[src/rtl/fetch_queue_unit.sv]
// Fetch front end: owns the PC, fetches from a combinational imem and queues {pc, inst} for decode.
// Head is visible one cycle after its address was on imem_addr. A full queue with no pop freezes the PC.
module fetch_queue_unit #(
   parameter logic [31:0] RESET_PC = 32'h0000_0000,
   parameter int unsigned DEPTH    = 2
) (
   input  logic                    clk,
   input  logic                    rst,
   output logic [31:0]             imem_addr,
   input  logic [31:0]             imem_inst,
   input  logic                    redirect_valid,
   input  logic [31:0]             redirect_pc,
   output logic                    out_valid,
   input  logic                    out_ready,
   output logic [31:0]             out_inst,
   output logic [31:0]             out_pc,
   output logic [$clog2(DEPTH):0]  out_count
);
   localparam int unsigned AW = $clog2(DEPTH);
   localparam int unsigned CW = AW + 1;

   typedef struct packed {
      logic [31:0] pc;
      logic [31:0] inst;
   } fq_entry_t;

   fq_entry_t       mem [DEPTH];
   fq_entry_t       head_dat;
   logic [AW-1:0]   rd_ptr;
   logic [AW-1:0]   wr_ptr;
   logic [CW-1:0]   count;
   logic [31:0]     pc;
   logic            full;
   logic            pop;
   logic            push;

   assign imem_addr = pc;
   assign full      = (count == CW'(DEPTH));
   assign out_valid = (count != '0);
   assign pop       = out_valid & out_ready;
   // A full queue can still accept when the head leaves on the same edge.
   assign push      = ~redirect_valid & (~full | pop);

   // Head is zeroed when empty so stale entries never leak onto the bus.
   assign head_dat  = out_valid ? mem[rd_ptr] : '0;
   assign out_pc    = head_dat.pc;
   assign out_inst  = head_dat.inst;
   assign out_count = count;

   always_ff @(posedge clk) begin
      if (rst) begin
         pc     <= RESET_PC;
         rd_ptr <= '0;
         wr_ptr <= '0;
         count  <= '0;
      end else if (redirect_valid) begin
         // Squash everything in flight, including a head being popped this edge.
         pc     <= {redirect_pc[31:2], 2'b00};
         rd_ptr <= '0;
         wr_ptr <= '0;
         count  <= '0;
      end else begin
         if (push) begin
            wr_ptr <= wr_ptr + AW'(1);
            pc     <= pc + 32'd4;
         end
         if (pop) begin
            rd_ptr <= rd_ptr + AW'(1);
         end
         count <= count + CW'(push) - CW'(pop);
      end
   end

   always_ff @(posedge clk) begin
      if (!rst && push) begin
         mem[wr_ptr] <= {pc, imem_inst};
      end
   end

endmodule
[config.mk]
export PLATFORM = sky130hd
export DESIGN_NAME = fetch_queue_unit
export DESIGN_NICKNAME = d
export VERILOG_FILES = /design/src/rtl/fetch_queue_unit.sv
export SDC_FILE = /design/constraint.sdc
export NUM_CORES = 1
export LEC_CHECK = 0
export CELL_PAD_IN_SITES_DETAIL_PLACEMENT = 0
export CELL_PAD_IN_SITES_GLOBAL_PLACEMENT = 1
export CORE_MARGIN = 4
export CORE_UTILIZATION = 35
export DETAILED_ROUTE_END_ITERATION = 8
export HOLD_SLACK_MARGIN = 0.08
export PLACE_DENSITY_LB_ADDON = 0.1
export SKIP_CTS_REPAIR_TIMING = 1
export SKIP_LAST_GASP = 1
export SLEW_MARGIN = 20
export SYNTH_ARGS = -nofsm -noshare
export SYNTH_HDL_FRONTEND = slang
export SYNTH_SLANG_ARGS = --single-unit
[constraint.sdc]
create_clock -name clk -period 6.36 [get_ports clk]
set_input_delay 1.272 -clock clk [delete_from_list [all_inputs] [get_ports clk]]
set_output_delay 1.272 -clock clk [all_outputs]
set_load 0.005 [all_outputs]
==> Word-level counts from Yosys, hierarchy flattened <==
Memories as Yosys holds them, arrays and structs flattened. A register that Yosys moved wholly into a read port is not among the register bits.
Cells that the tools add are included.
W data, S select, Z words.
{ "op_classes": {"n_addsub": 5, "n_reduce_logical": 5, "n_mux": 7, "eq_ne": 1, "bitwise_logic": 5} }
{ "ops": {"columns": ["cell", "n"], "rows": [
  ["$mux W32", 2],
  ["$mux W64", 1],
  ["$add A32 B3 Y32 const B", 1],
  ["$mux W1", 4],
  ["$reduce_bool A2 Y1", 2],
  ["$add A1 B1 Y1 const B", 2],
  ["$add A2 B1 Y2", 1],
  ["$and A1 B1 Y1", 2],
  ["$eq A2 B2 Y1 const B", 1],
  ["$not A1 Y1", 2],
  ["$reduce_or A2 Y1", 1],
  ["$sub A2 B1 Y2", 1],
  ["$logic_and A1 B1 Y1", 1],
  ["$logic_not A1 Y1", 1],
  ["$or A1 B1 Y1", 1]
]} }
{ "totals": {"inputBits": 68, "memories": 1, "word_cells": 29, "ram_bits": 128, "output_inout_bits": 99, "register_bits": 36} }
{ "mem_list": {"columns": ["memory", "words", "word_bits", "rd", "rd_clocked_by_memory_dff", "write_ports", "line_no", "source"], "rows": [
  ["mem", 2, 64, 1, 1, 1, "27", "fq_entry_t mem [DEPTH];"]
]} }

==> Depth between registers and ports, before layout <==
Gate-level depths: netlist of run 1.
{ "logic_depth": {"word_depth": 7, "depth_mapped": 9, "ltp_nobuf": 9} }

==> Worst setup path after synthesis of run 1 <==
OpenSTA, ideal clock, no wires.
{ "synth_path": {"path_type": "input to register", "start": "input port rst", "end": "memory mem[0][0] in the netlist's numbering, enable pin", "setup_time_ps": 558, "t_arrival_ps": 6068, "setup_slack_ps": -266, "t_required_ps": 5802, "cell_stages": 4, "path_cell_list": "clkbuf_1 or2_2 clkbuf_1 nor3_1"} }
{ "synth_via": {"elab_chain_len": 4} }
{ "synth_rtl": {"columns": ["item", "line_no", "source"], "rows": [
  ["start, declared", "8", "input logic rst,"],
  ["$logic_not A1 Y1", "75", "if (!rst && push) begin"],
  ["$logic_and A1 B1 Y1", "75", null],
  ["$mux W1", "75", null],
  ["$mux W1 (implied by the code)", "76", "mem[wr_ptr] <= {pc, imem_inst};"],
  ["end, declared", "27", null]
]} }
Every way passes these cells.

==> Final worst setup path of run 1 <==
{ "layout_path": {"start": "register count[0] (netlist: out_count[0])", "end": "output port out_pc[30]"} }
{ "layout_via": {"elab_chain_len": 2} }
{ "layout_rtl": {"columns": ["item", "line_no", "source"], "rows": [
  ["start, declared", "31", "logic [CW-1:0] count;"],
  ["start signal, assigned", "70", "count <= count + CW'(push) - CW'(pop);"],
  ["$reduce_bool A2 Y1", "39", "assign out_valid = (count != '0);"],
  ["$mux W64", "45", "assign head_dat = out_valid ? mem[rd_ptr] : '0;"],
  ["end, declared", "16", "output logic [31:0] out_pc,"]
]} }
Every way passes these cells.

==> results of run 1 <==
worst max-delay path, cell delays in order (launching register included):
cell and delay [ps]:
sky130_fd_sc_hd__dfxtp_1 370, sky130_fd_sc_hd__nor2_4 320, sky130_fd_sc_hd__buf_4 540, sky130_fd_sc_hd__nor2_1 100, sky130_fd_sc_hd__clkdlybuf4s50_1 500
power groups by stage:
stage,sequential (W),combinational [W],clock (W)
2_1_floorplan,0.00122,0.0000964,0
3_3_place_gp,0.00123,0.000238,0
3_5_place_dp,0.00123,0.000245,0
4_1_cts,0.00121,0.000247,0.00105
5_1_grt,0.00122,0.000265,0.00109
6_report,0.00121,0.000241,0.00102
metrics by stage:
step / setup slack, ps / hold slack [ps]
6_report: 2781 / 518.1
5_1_grt: 2588 / 556.9
4_1_cts: 2667 / 520.2
3_5_place_dp: 2502 / 504.5
3_3_place_gp: 2537 / 498.8
2_1_floorplan: 1632 / 481.1
final cells by class:
cell class / instances / area [sq um] / share of cell area, %
Clock buffer: 18 / 429.2 / 4.667
Clock inverter: 13 / 162.7 / 1.769
Inverter: 11 / 41.29 / 0.4490
Multi-Input combinational cell: 324 / 2155 / 23.43
Sequential cell: 159 / 4428 / 48.16
Tap cell: 234 / 292.8 / 3.184
Timing Repair Buffer: 167 / 1687 / 18.34
flip-flops by register name, summed over array words and instances, names as in the netlist, named ones only:
name       flops
rd_ptr         1
wr_ptr         1
out_count      2
imem_addr     30
mem          124
cell usage in the layout, fill, tap and decap left out, types with 2 or more instances in the layout:
master                            instances
sky130_fd_sc_hd__clkdlybuf4s50_1        160
sky130_fd_sc_hd__edfxtp_1               124
sky130_fd_sc_hd__nor2_1                  89
sky130_fd_sc_hd__mux2i_1                 62
sky130_fd_sc_hd__dfxtp_1                 34
sky130_fd_sc_hd__nand2_1                 18
sky130_fd_sc_hd__clkbuf_16               17
sky130_fd_sc_hd__nand3_1                 15
sky130_fd_sc_hd__nand4_1                 13
sky130_fd_sc_hd__a311oi_1                12
sky130_fd_sc_hd__inv_1                   11
sky130_fd_sc_hd__a211oi_1                11
sky130_fd_sc_hd__and4_1                   8
sky130_fd_sc_hd__o21ai_0                  7
sky130_fd_sc_hd__or4_1                    7
sky130_fd_sc_hd__xnor2_1                  7
sky130_fd_sc_hd__or3_1                    6
sky130_fd_sc_hd__nor4_1                   6
sky130_fd_sc_hd__a21oi_1                  6
sky130_fd_sc_hd__and2_1                   5
sky130_fd_sc_hd__nor3_1                   5
sky130_fd_sc_hd__xor2_1                   5
sky130_fd_sc_hd__buf_4                    5
sky130_fd_sc_hd__o31ai_1                  4
sky130_fd_sc_hd__a2111oi_0                4
sky130_fd_sc_hd__conb_1                   4
sky130_fd_sc_hd__clkinv_4                 4
sky130_fd_sc_hd__clkinv_2                 4
sky130_fd_sc_hd__nor3b_1                  3
sky130_fd_sc_hd__nor2b_1                  3
sky130_fd_sc_hd__ha_1                     3
sky130_fd_sc_hd__bufinv_16                3
sky130_fd_sc_hd__or2_2                    2
sky130_fd_sc_hd__o311ai_0                 2
sky130_fd_sc_hd__and3_1                   2
sky130_fd_sc_hd__inv_6                    2
how the worst max path moves through the flow:
stage | endpoint | slack (ps)
after floorplan | mem[0][0] | 1630
after global placement | mem[0][43] | 2540
after detailed placement | mem[0][50] | 2500
after CTS | out_pc[8] | 2670
after global routing | out_pc[31] | 2590
final | out_pc[30] | 2780
metal layers:
metal	vias up	wire, microns	global-route usage, %
met2	121	8333	27.37
met3	7	735	3.321
met4	0	131	5.409
met5	-	0	0
met1	2278	7802	20.40
li1	2286	-	-
logic make-up (layout without fill, tap and decap cells):
| group | after synthesis | count (layout) | synth area share, % |
|---|---|---|---|
| AO/OA/AOI/OAI | 52 | 52 | 5.796 |
| XOR/XNOR | 12 | 12 | 1.565 |
| adder cells (fa/ha/maj) | 3 | 3 | 0.5591 |
| buffers and inverters | 41 | 209 | 2.534 |
| flip-flops | 159 | 159 | 65.90 |
| multiplexers | 62 | 62 | 9.243 |
| other | 1 | 4 | 0.05585 |
| AND/OR/NAND/NOR | 191 | 191 | 14.35 |
==> results list, run 1 <==
- Share of synthesized area occupied by flip-flops and latches: approximately 66%
* Relative contribution of the clock network to total power: around two fifths
* Max-cap viol count: 0
* Vias after detailed routing: around 4700
- Setup repair after global routing left no endpoint under its margin.
- Internal power summed over all cells: just under 0.002 W
- Switching power total: between 0.0005 and 0.0006 W
* Clk_lat worst skew: 420 ps
- Critical path class: flip-flop to output pin
- Post-place instance area: around 8600 sq um
* Most used standard cell by instance count after synthesis: sky130_fd_sc_hd__edfxtp_1
- Post-route cell area: 9195 sq um
- Measured in cells, the most critical reg-to-reg path has a length of 10.
- Combinational cells account for 9.7% of the total power.
- Count of antenna-violating nets left after detailed routing: 0
- Number of optimization iterations in the first detailed-route pass: 4
- Routability-driven placement finished with a final weighted congestion of slightly below 0.8.
* Outcome: finished, final reports clean
* Global-route total usage across every layer: between 10% and 20%
* Syn_area_per_cell: around 13 sq um
- Number of violations reported at the end of detailed-routing iteration 0: roughly 250
- Starting Density: 35.77%
- Overall power consumption after layout is estimated at about 0.0025 W.
- The floorplan step defined a core boundary enclosing roughly 19000 sq um.
- Estimated wirelength of the detail-placed design: ~11 mm
- Share of the synthesized area in the top cell type: 55.46%
* Power share of the sequential group: 48.9%
- In this run the count of I/O pins placed on the die edge is 167.
- Core utilization of the finished layout: 48.99%
- Dividing the detail-routed via count by the number of cells gives 5.067.
- At the pin with the least slew margin, the transition time is approximately 950 ps.
- Maximum root-to-sink buffer count: 2
* Hold violation count in the final report: 0
- The finished layout holds between 900 and 1000 standard cells, fillers aside.
- STA puts the critical path data arrival time at about 2300 ps.
* Beginning of the critical path: out_count[0]
- Of all nets on the critical path, the largest fanout is 53.
- Pwr per Cell Area: 268.8 nW/um^2
- The cell sitting at the root of the clock tree is a sky130_fd_sc_hd__clkbuf_16.
* Nets@finish: 751
- Setup Total Neg Slack: 0 ps
- Along the worst hold path, the cell count comes to 2.
- After synthesis the netlist holds a flip-flop and latch count of 159.
- The count of buffers added on input and output ports is 160.
- Number of pins exceeding their max-slew limit in the final report: 0
- The path with the worst hold slack has its endpoint at rd_ptr.
- Launch instance of the worst min-delay path: rd_ptr
- Final-layout fill cell count: 1715
- Async set-or-reset flop fraction in the synthesized netlist: 0%
* Standard-cell row count: 50
* TritonCTS clock tree: yes
* Max Clock Skew: between 10 and 15 ps
* Period utilisation layout: 56.27%
- Clock-pin slew reported for the worst setup and hold paths after clock tree synthesis: 60 ps
- Final antenna diode count: 0
* Height of the die: around 150 microns
- Synthesized netlist cell count: 521
- Number of synthesized flops with an enable pin: around 120
- Layout cell share with drive strength beyond 1: approximately 6.9%
* Die Outline Area: between 20000 and 25000 sq um
* Cell count after placement: slightly below 900
- Synthesis instantiated 45 different standard cells from the library.
* Clock sink count: 159
- Leakage power of the design: approximately 3.0 nW
- Net switching is 22.27% of the power.
- Summed over all layers, the global routing overflow is 0.
* Top cells by area, synth: sky130_fd_sc_hd__edfxtp_1 (55%), sky130_fd_sc_hd__dfxtp_1 (10%), sky130_fd_sc_hd__mux2i_1 (9.2%), sky130_fd_sc_hd__nor2_1 (5.0%), sky130_fd_sc_hd__a311oi_1 (1.6%)
- The worst setup path is captured at an output pin.
* R2r setup slk: approximately 3800 ps
* Leading post-synthesis cells by instance count: sky130_fd_sc_hd__edfxtp_1 (124), sky130_fd_sc_hd__nor2_1 (90), sky130_fd_sc_hd__mux2i_1 (62)
* Number of global-route vias before repair: ~4900
- Final Routed Wirelength: around 17 mm
* Slew Limit Headroom: 36.68%
- FF-to-FF Start: out_count[0]
- Number of buffers created by CTS: 17
- Biggest area consumer among synthesized cells: sky130_fd_sc_hd__edfxtp_1
* Required time at the endpoint of the critical path: roughly 5100 ps
- FF-to-FF End: out_count[1]
- Upper clock frequency limit: about 0.28 GHz
* DRC violation count after routing: 0
- The tightest min-delay check is of the flip-flop to flip-flop type.
- Dominant synthesized flop cell: sky130_fd_sc_hd__edfxtp_1
- After synthesis the cells add up to 6714 sq um.
* Wirelength per Cell: between 15 and 20 microns
- Die X-Extent: around 150 microns
- Setup violations remaining at the end of the flow were counted as 0.
- IR analysis of the VDD net gives a maximum drop of 0.1719 mV.
* Yosys warns: 0
* Number of levels in the clock H-tree: 4
- Counting I/O delays and the setup requirement, the final critical path takes 3579 ps.
- Global-route wire length before repair: ~27 mm
- Layout overhead on the synthesized area: 36.95%
* Largest net degree at the start of global routing: 63
- Initial antenna violation count: 0
* Crit start category: flip-flop
No activity file was read; power rests on OpenSTA's default activity.
==> inputs of run 2 (changes only) <==
--- a/config.mk
+++ b/config.mk
@@ -8,7 +8,7 @@
 export CELL_PAD_IN_SITES_DETAIL_PLACEMENT = 0
 export CELL_PAD_IN_SITES_GLOBAL_PLACEMENT = 1
 export CORE_MARGIN = 4
-export CORE_UTILIZATION = 35
+export CORE_UTILIZATION = 39
 export DETAILED_ROUTE_END_ITERATION = 8
 export HOLD_SLACK_MARGIN = 0.08
 export PLACE_DENSITY_LB_ADDON = 0.1
==> constraint.sdc (replaced) <==
create_clock -name clk -period 3.5 [get_ports clk]
set_input_delay 0.7 -clock clk [delete_from_list [all_inputs] [get_ports clk]]
set_output_delay 0.7 -clock clk [all_outputs]
set_load 0.005 [all_outputs]
==> results list, run 2 (synthesized netlist as in run 1, its figures left out) <==
* Global-route wire length before repair: 25.21 mm (-6.6%)
- Leaving out fill and tap cells, the most frequent cell in the layout is sky130_fd_sc_hd__clkdlybuf4s50_1.
- The clock network fraction of design power came to 39.3% (-2.1 points).
- Outcome: finished, final reports clean
* Max-cap viol count: 0 (unchanged)
- Power share of the sequential group: 50.6% (+1.7 points)
- The number of antenna violations at the first check in global routing came to 0 (unchanged).
- The total routing usage reported by global routing is 16.55% (+0.50 points).
- Combinational share of power: 10.1% (+0.4 points)
- Crit start category: flip-flop
- The routed wire length was 16.16 mm (-5.0%).
- The total congestion overflow was 0 (unchanged).
- The static power due to leakage is 2.968 nW (-0.34%).
* Final antenna diode count: 0 (unchanged)
* Path type of the worst min-delay path: flip-flop to flip-flop
- Clock tree root driver cell: sky130_fd_sc_hd__clkbuf_16
- Finish-stage setup viols: 0 (unchanged)
- Final Non-Filler Cells: 919 (-0.76%)
- Slew Limit Headroom: 38.59% (+1.9 points)
* Gp weighted congestion: 0.7783 (+0.65%)
- The worst setup path is captured at an output pin.
- The number of buffers inserted during clock tree synthesis was 17 (unchanged).
- The number of violations reported at the end of detailed-routing iteration 0 is 181 (-27%).
- Upper clock frequency limit: roughly 0.36 GHz
* Height of the die: 139.2 microns (-5.0%)
* TritonCTS clock tree: yes
- Setup Total Neg Slack: 0 ps (unchanged)
- DRC violation count after routing: 0 (unchanged)
* Count of port buffers added during placement: 160 (unchanged)
* RSZ-0062 raised after global routing: no
- The average via count per standard cell was 5.104 (+0.74%).
- The met1 routed wirelength after detailed routing came to 7.445 mm (-4.6%).
- The cell-internal power came to 0.003351 W (+74%).
- The final core utilization came to 54.86% (+5.9 points).
- The initial core utilization came to 40.20% (+4.4 points).
* Largest register by flop count: mem
* Clock sink count: 159 (unchanged)
* Period utilisation layout: 79.06%
- Switching fraction of total power: 22.68% (+0.41 points)
* Commonest cells after routing, fill and taps aside: sky130_fd_sc_hd__clkdlybuf4s50_1 (160), sky130_fd_sc_hd__edfxtp_1 (124), sky130_fd_sc_hd__nor2_1 (89)
* Total met3 wirelength after detailed routing: 642 microns (-13%)
* Number of global-route vias before repair: 4730 (-4.2%)
- Maximum root-to-sink buffer count: 2 (unchanged)
- Ports: 167 (unchanged)
- The maximum level of the CTS H-tree is 4 (unchanged).
- Largest net degree at the start of global routing: 63 (unchanged)
* Uppermost metal layer occupied by signal nets: met4
- VDD IR-drop max: 0.3188 mV (+85%)
* Count of antenna-violating nets left after detailed routing: 0 (unchanged)
- Combined area of the multi-input logic cells: 2155 sq um (unchanged)
- The critical path data arrival time was 2070 ps (-240 ps).
* Die X-Extent: 139.2 microns (-5.0%)
* Max Clock Skew: 4.418 ps (-7.614 ps)
- The worst setup slack after placement came to 552.4 ps (-1950 ps).
- Post-route setup slack: 732.8 ps (-2049 ps)
- The die outline area came to 19380 sq um (-9.7%).
- The power density normalized to cell area came to 472.9 nW/um^2 (+76%).
- Transition time at the pin with the least slew margin: 921.1 ps (-28.62 ps)
- After layout, the minimum clock period comes to roughly 2800 ps.
- Layout overhead on the synthesized area: 36.47%
* Required time at the endpoint of the critical path: 2800 ps (-2290 ps)
- Number of pins exceeding their max-slew limit in the final report: 0 (unchanged)
- Register Area: 4428 sq um (unchanged)
* Final-layout fill cell count: 1422 (-17%)
* Nets@finish: 757 (+0.80%)
* Hold violation count in the final report: 0 (unchanged)
- The row count is 47 (-6.0%).
* Number of optimization iterations in the first detailed-route pass: 4 (unchanged)
* Clk_lat worst skew: 410 ps (about the same)
* Critical Path Fanout Max: 18 (-66%)
- The worst setup path is of the flip-flop to output pin kind.
* Met2 Routed Length: 7.884 mm (-5.4%)
* Switching power total: 0.0009827 W (+79%)
- Estimated wirelength of the detail-placed design: 10.97 mm (-1.5%)
- Clock-pin slew reported for the worst setup and hold paths after clock tree synthesis: 60 ps (about the same)
- The core box area is 16700 sq um (-11%).
- Layout cell share with drive strength beyond 1: 7.582% (+0.65 points)
- Wirelength per Cell: 17.58 microns (-4.2%)
- Number of flip-flops under the largest register name: 124 (unchanged)
* Vias after detailed routing: 4691 (-0.021%)
- Cell count after placement: 887 (-0.89%)
-- run 2: changes by cell type in the layout (fill, tap and decap cells not counted) --
cell / before / now
sky130_fd_sc_hd__clkbuf_1: 1 / 2
sky130_fd_sc_hd__clkinv_1: 0 / 1
sky130_fd_sc_hd__buf_16: 1 / 0
sky130_fd_sc_hd__inv_6: 2 / 0
sky130_fd_sc_hd__clkinv_4: 4 / 6
sky130_fd_sc_hd__clkinv_2: 4 / 2
sky130_fd_sc_hd__buf_4: 5 / 12
sky130_fd_sc_hd__clkinvlp_4: 0 / 3
sky130_fd_sc_hd__bufinv_16: 3 / 1
-- run 2: per-stage QoR --
stage | hold WS (ps) | power (W) | area [sq um]
2_1_floorplan | 481.1 | 0.002389 | 6736
3_3_place_gp | 498.4 | 0.002670 | 8611
3_5_place_dp | 508.5 | 0.002679 | 8611
4_1_cts | 529.4 | 0.004380 | 9163
5_1_grt | 560.6 | 0.004500 | 9163
6_report | 516.0 | 0.004333 | 9163
-- run 2: critical path, cell delays in order (launching register included) --
cell and delay [ps]:
sky130_fd_sc_hd__dfxtp_4 560, sky130_fd_sc_hd__buf_4 330, sky130_fd_sc_hd__mux2i_1 120, sky130_fd_sc_hd__nor2_1 120, sky130_fd_sc_hd__clkdlybuf4s50_1 510
-- run 2: area by class of cell --
cell class	count	area share, %
Clock buffer	19	4.725
Clock inverter	13	1.297
Inverter	11	0.4506
Multi-Input combinational cell	324	23.51
Sequential cell	159	48.33
Tap cell	220	3.004
Timing Repair Buffer	173	18.68
-- run 2: power by group through the flow --
stage	logic, W	registers, W	clock network, W
floorplan	0.000176	0.00221	0
global placement	0.000439	0.00223	0
detailed placement	0.000444	0.00224	0
CTS	0.000446	0.00219	0.00174
global route	0.000477	0.00220	0.00182
finish	0.000438	0.00219	0.00170
-- run 2: layer usage --
layer  vias to the layer above  global-route usage, %
met3                        18                  4.034
met1                      2252                  21.20
met4                         0                  5.252
li1                       2291                      -
met5                         -                      0
met2                       130                  27.82
-- run 2: worst paths after layout --
kind / from / to / slack (ps) / cells after the start
worst min register to register: rd_ptr / rd_ptr / 520 / 2
worst max register to register: imem_addr[4] / imem_addr[17] / 1270 / 4
worst max-delay path: flip-flop / out_pc[11] / 730 / 4
worst min-delay path: rd_ptr / rd_ptr / 520 / 2
==> inputs of run 3 (changes only) <==
==> constraint.sdc (replaced) <==
create_clock -name clk -period 2.7 [get_ports clk]
set_input_delay 0.54 -clock clk [delete_from_list [all_inputs] [get_ports clk]]
set_output_delay 0.54 -clock clk [all_outputs]
set_load 0.005 [all_outputs]
==> results list, run 3 (synthesized netlist as in run 1, its figures left out) <==
* Launch instance of the worst min-delay path: rd_ptr
* Data arrival time at the worst-slack endpoint: 1960 ps (-110 ps)
* Required time at the endpoint of the critical path: 2160 ps (-640 ps)
- The number of antenna cells inserted came to 0 (unchanged).
- The max-cap check violation count was 0 (unchanged).
- The die outline area came to 19380 sq um (unchanged).
- Number of violations reported at the end of detailed-routing iteration 0: 195 (+7.7%)
- TritonCTS clock tree: yes
- The run finished with clean final reports.
- FF-to-FF Start: imem_addr[11]
* Clk_lat worst skew: 410 ps (about the same)
- The clock net sink count was 159 (unchanged).
- The worst voltage drop across the vdd grid was 0.4325 mV (+36%).
- Gp weighted congestion: 0.7685 (-1.3%)
- DR vias/cell: 5.086 (-0.37%)
- The first-pass GRT wire length came to 25.73 mm (+2.1%).
- Crit start category: flip-flop
- The ratio of cells with drive above 1 in the final layout is 8.976% (+1.4 points).
- The number of global-route vias before repair is 4857 (+2.7%).
- The setup total negative slack was 0 ps (unchanged).
- Number of buffers created by CTS: 17 (unchanged)
* Largest net degree at the start of global routing: 53 (-16%)
- The final setup violation count was 0 (unchanged).
- Clock tree root driver cell: sky130_fd_sc_hd__clkbuf_16
- Pwr per Cell Area: 611.1 nW/um^2 (+29%)
- Initial antenna violation count: 0 (unchanged)
* Period utilisation layout: between 90% and 100%
- The worst clock skew was 6.588 ps (+2.170 ps).
* Critical path class: flip-flop to output pin
* Clock-pin slew reported for the worst setup and hold paths after clock tree synthesis: 60 ps (about the same)
- The maximum level of the CTS H-tree was 4 (unchanged).
* Maximum root-to-sink buffer count: 2 (unchanged)
* Time the worst path needs with I/O delays and setup: roughly 2500 ps
- The static power due to leakage is 3.047 nW (+2.7%).
- The via count came to 4745 (+1.2%).
- Wirelength per Cell: 17.43 microns (-0.85%)
* Hold violation count in the final report: 0 (unchanged)
- Area of the core region: 16700 sq um (unchanged)
* Number of flip-flops under the largest register name: 124 (unchanged)
- For hold timing, the worst endpoint is rd_ptr.
* Standard-cell row count: 47 (unchanged)
- The largest driver fanout on the critical path is 25 (+7).
- The initial core utilization is 40.20% (unchanged).
- The worst-case hold slack came to 522.5 ps (+6.469 ps).
* Largest register by flop count: mem
* Worst setup EP type: output pin
- Commonest cells after routing, fill and taps aside: sky130_fd_sc_hd__clkdlybuf4s50_1 (160), sky130_fd_sc_hd__edfxtp_1 (124), sky130_fd_sc_hd__nor2_1 (89)
* Final Routed Wirelength: 16.27 mm (+0.66%)
- The number of nets still failing antenna checks after routing was 0 (unchanged).
- Most common cell after layout, fill and taps aside: sky130_fd_sc_hd__clkdlybuf4s50_1
* Number of pins exceeding their max-slew limit in the final report: 0 (unchanged)
* Count of port buffers added during placement: 160 (unchanged)
- The chip height was 139.2 microns (unchanged).
- Number of cells on the worst hold path: 2 (unchanged)
- Path type of the worst min-delay path: flip-flop to flip-flop
- The number of placed I/O pins is 167 (unchanged).
* Overflow left after global routing: 0 (unchanged)
- Number of optimization iterations in the first detailed-route pass: 5 (+1)
- The detailed-route DRC error count was 0 (unchanged).
* Die X-Extent: 139.2 microns (unchanged)
- The endpoint identified for the worst register-to-register timing path is imem_addr[22].
- Global-route total usage across every layer: 16.87% (+0.32 points)
- RSZ-0062 raised after global routing: no
* R2r setup slk: 550 ps (-720 ps)
- Cell depth of the worst flop-to-flop path: 4 (unchanged)
* Upper clock frequency limit: 0.4001 GHz
* Layout overhead on the synthesized area: 38.41%
* Final-layout fill cell count: 1426 (+0.28%)
- Nets@finish: 771 (+1.8%)
- Estimated wirelength of the detail-placed design: 11.16 mm (+1.7%)
run 3: final cells by class:
class	instances	area [sq um]	share of cell area, %
Clock buffer	22	444.2	4.780
Sequential cell	159	4428	47.65
Tap cell	220	275.3	2.962
Multi-Input combinational cell	324	2153	23.17
Timing Repair Buffer	187	1837	19.77
Inverter	11	41.29	0.4443
Clock inverter	10	113.9	1.225
run 3: worst max-delay path, stage by stage (launching register included):
cell	delay, ps
sky130_fd_sc_hd__dfxtp_4	510
sky130_fd_sc_hd__buf_12	250
sky130_fd_sc_hd__mux2i_1	230
sky130_fd_sc_hd__nor2_1	70
sky130_fd_sc_hd__clkdlybuf4s50_1	460
run 3: power by group:
part | switching [W] | total, W | internal (W)
sequential | 0.0000867 | 0.00284 | 0.00275
combinational | 0.000252 | 0.000588 | 0.000336
clock | 0.000895 | 0.00225 | 0.00136
run 3: per-layer routing:
metal  vias to the layer above  global-route usage (%)  share of wire (%)
met5                         -                       0                  0
met4                         0                   5.613                1.3
met3                        15                   4.034                4.9
met2                       145                   28.36                 50
met1                      2266                   21.56                 44
li1                       2319                       -                  -
run 3: worst max path at each step:
stage	slack, ps	start	to
after CTS	60	flip-flop	out_inst[5]
after global routing	60	out_count[0]	out_pc[29]
after global placement	200	out_ready	imem_addr[12]
after detailed placement	140	out_ready	imem_addr[19]
after floorplan	-290	rst	mem[0][0]
final	200	flip-flop	out_inst[16]
run 3: per-stage QoR:
step | worst slack [ps] | std cells | area [sq um] | utilization (%) | total power [W]
6_report | 200.9 | 933 | 9293 | 55.64 | 0.005679
5_1_grt | 58.47 | 933 | 9293 | 55.64 | 0.005916
4_1_cts | 56.39 | 932 | 9278 | 55.55 | 0.005735
3_5_place_dp | 144.8 | 900 | 8720 | 52.21 | 0.003484
3_3_place_gp | 202.5 | 900 | 8720 | 52.21 | 0.003472
2_1_floorplan | -292.3 | 524 | 6760 | - | 0.003099
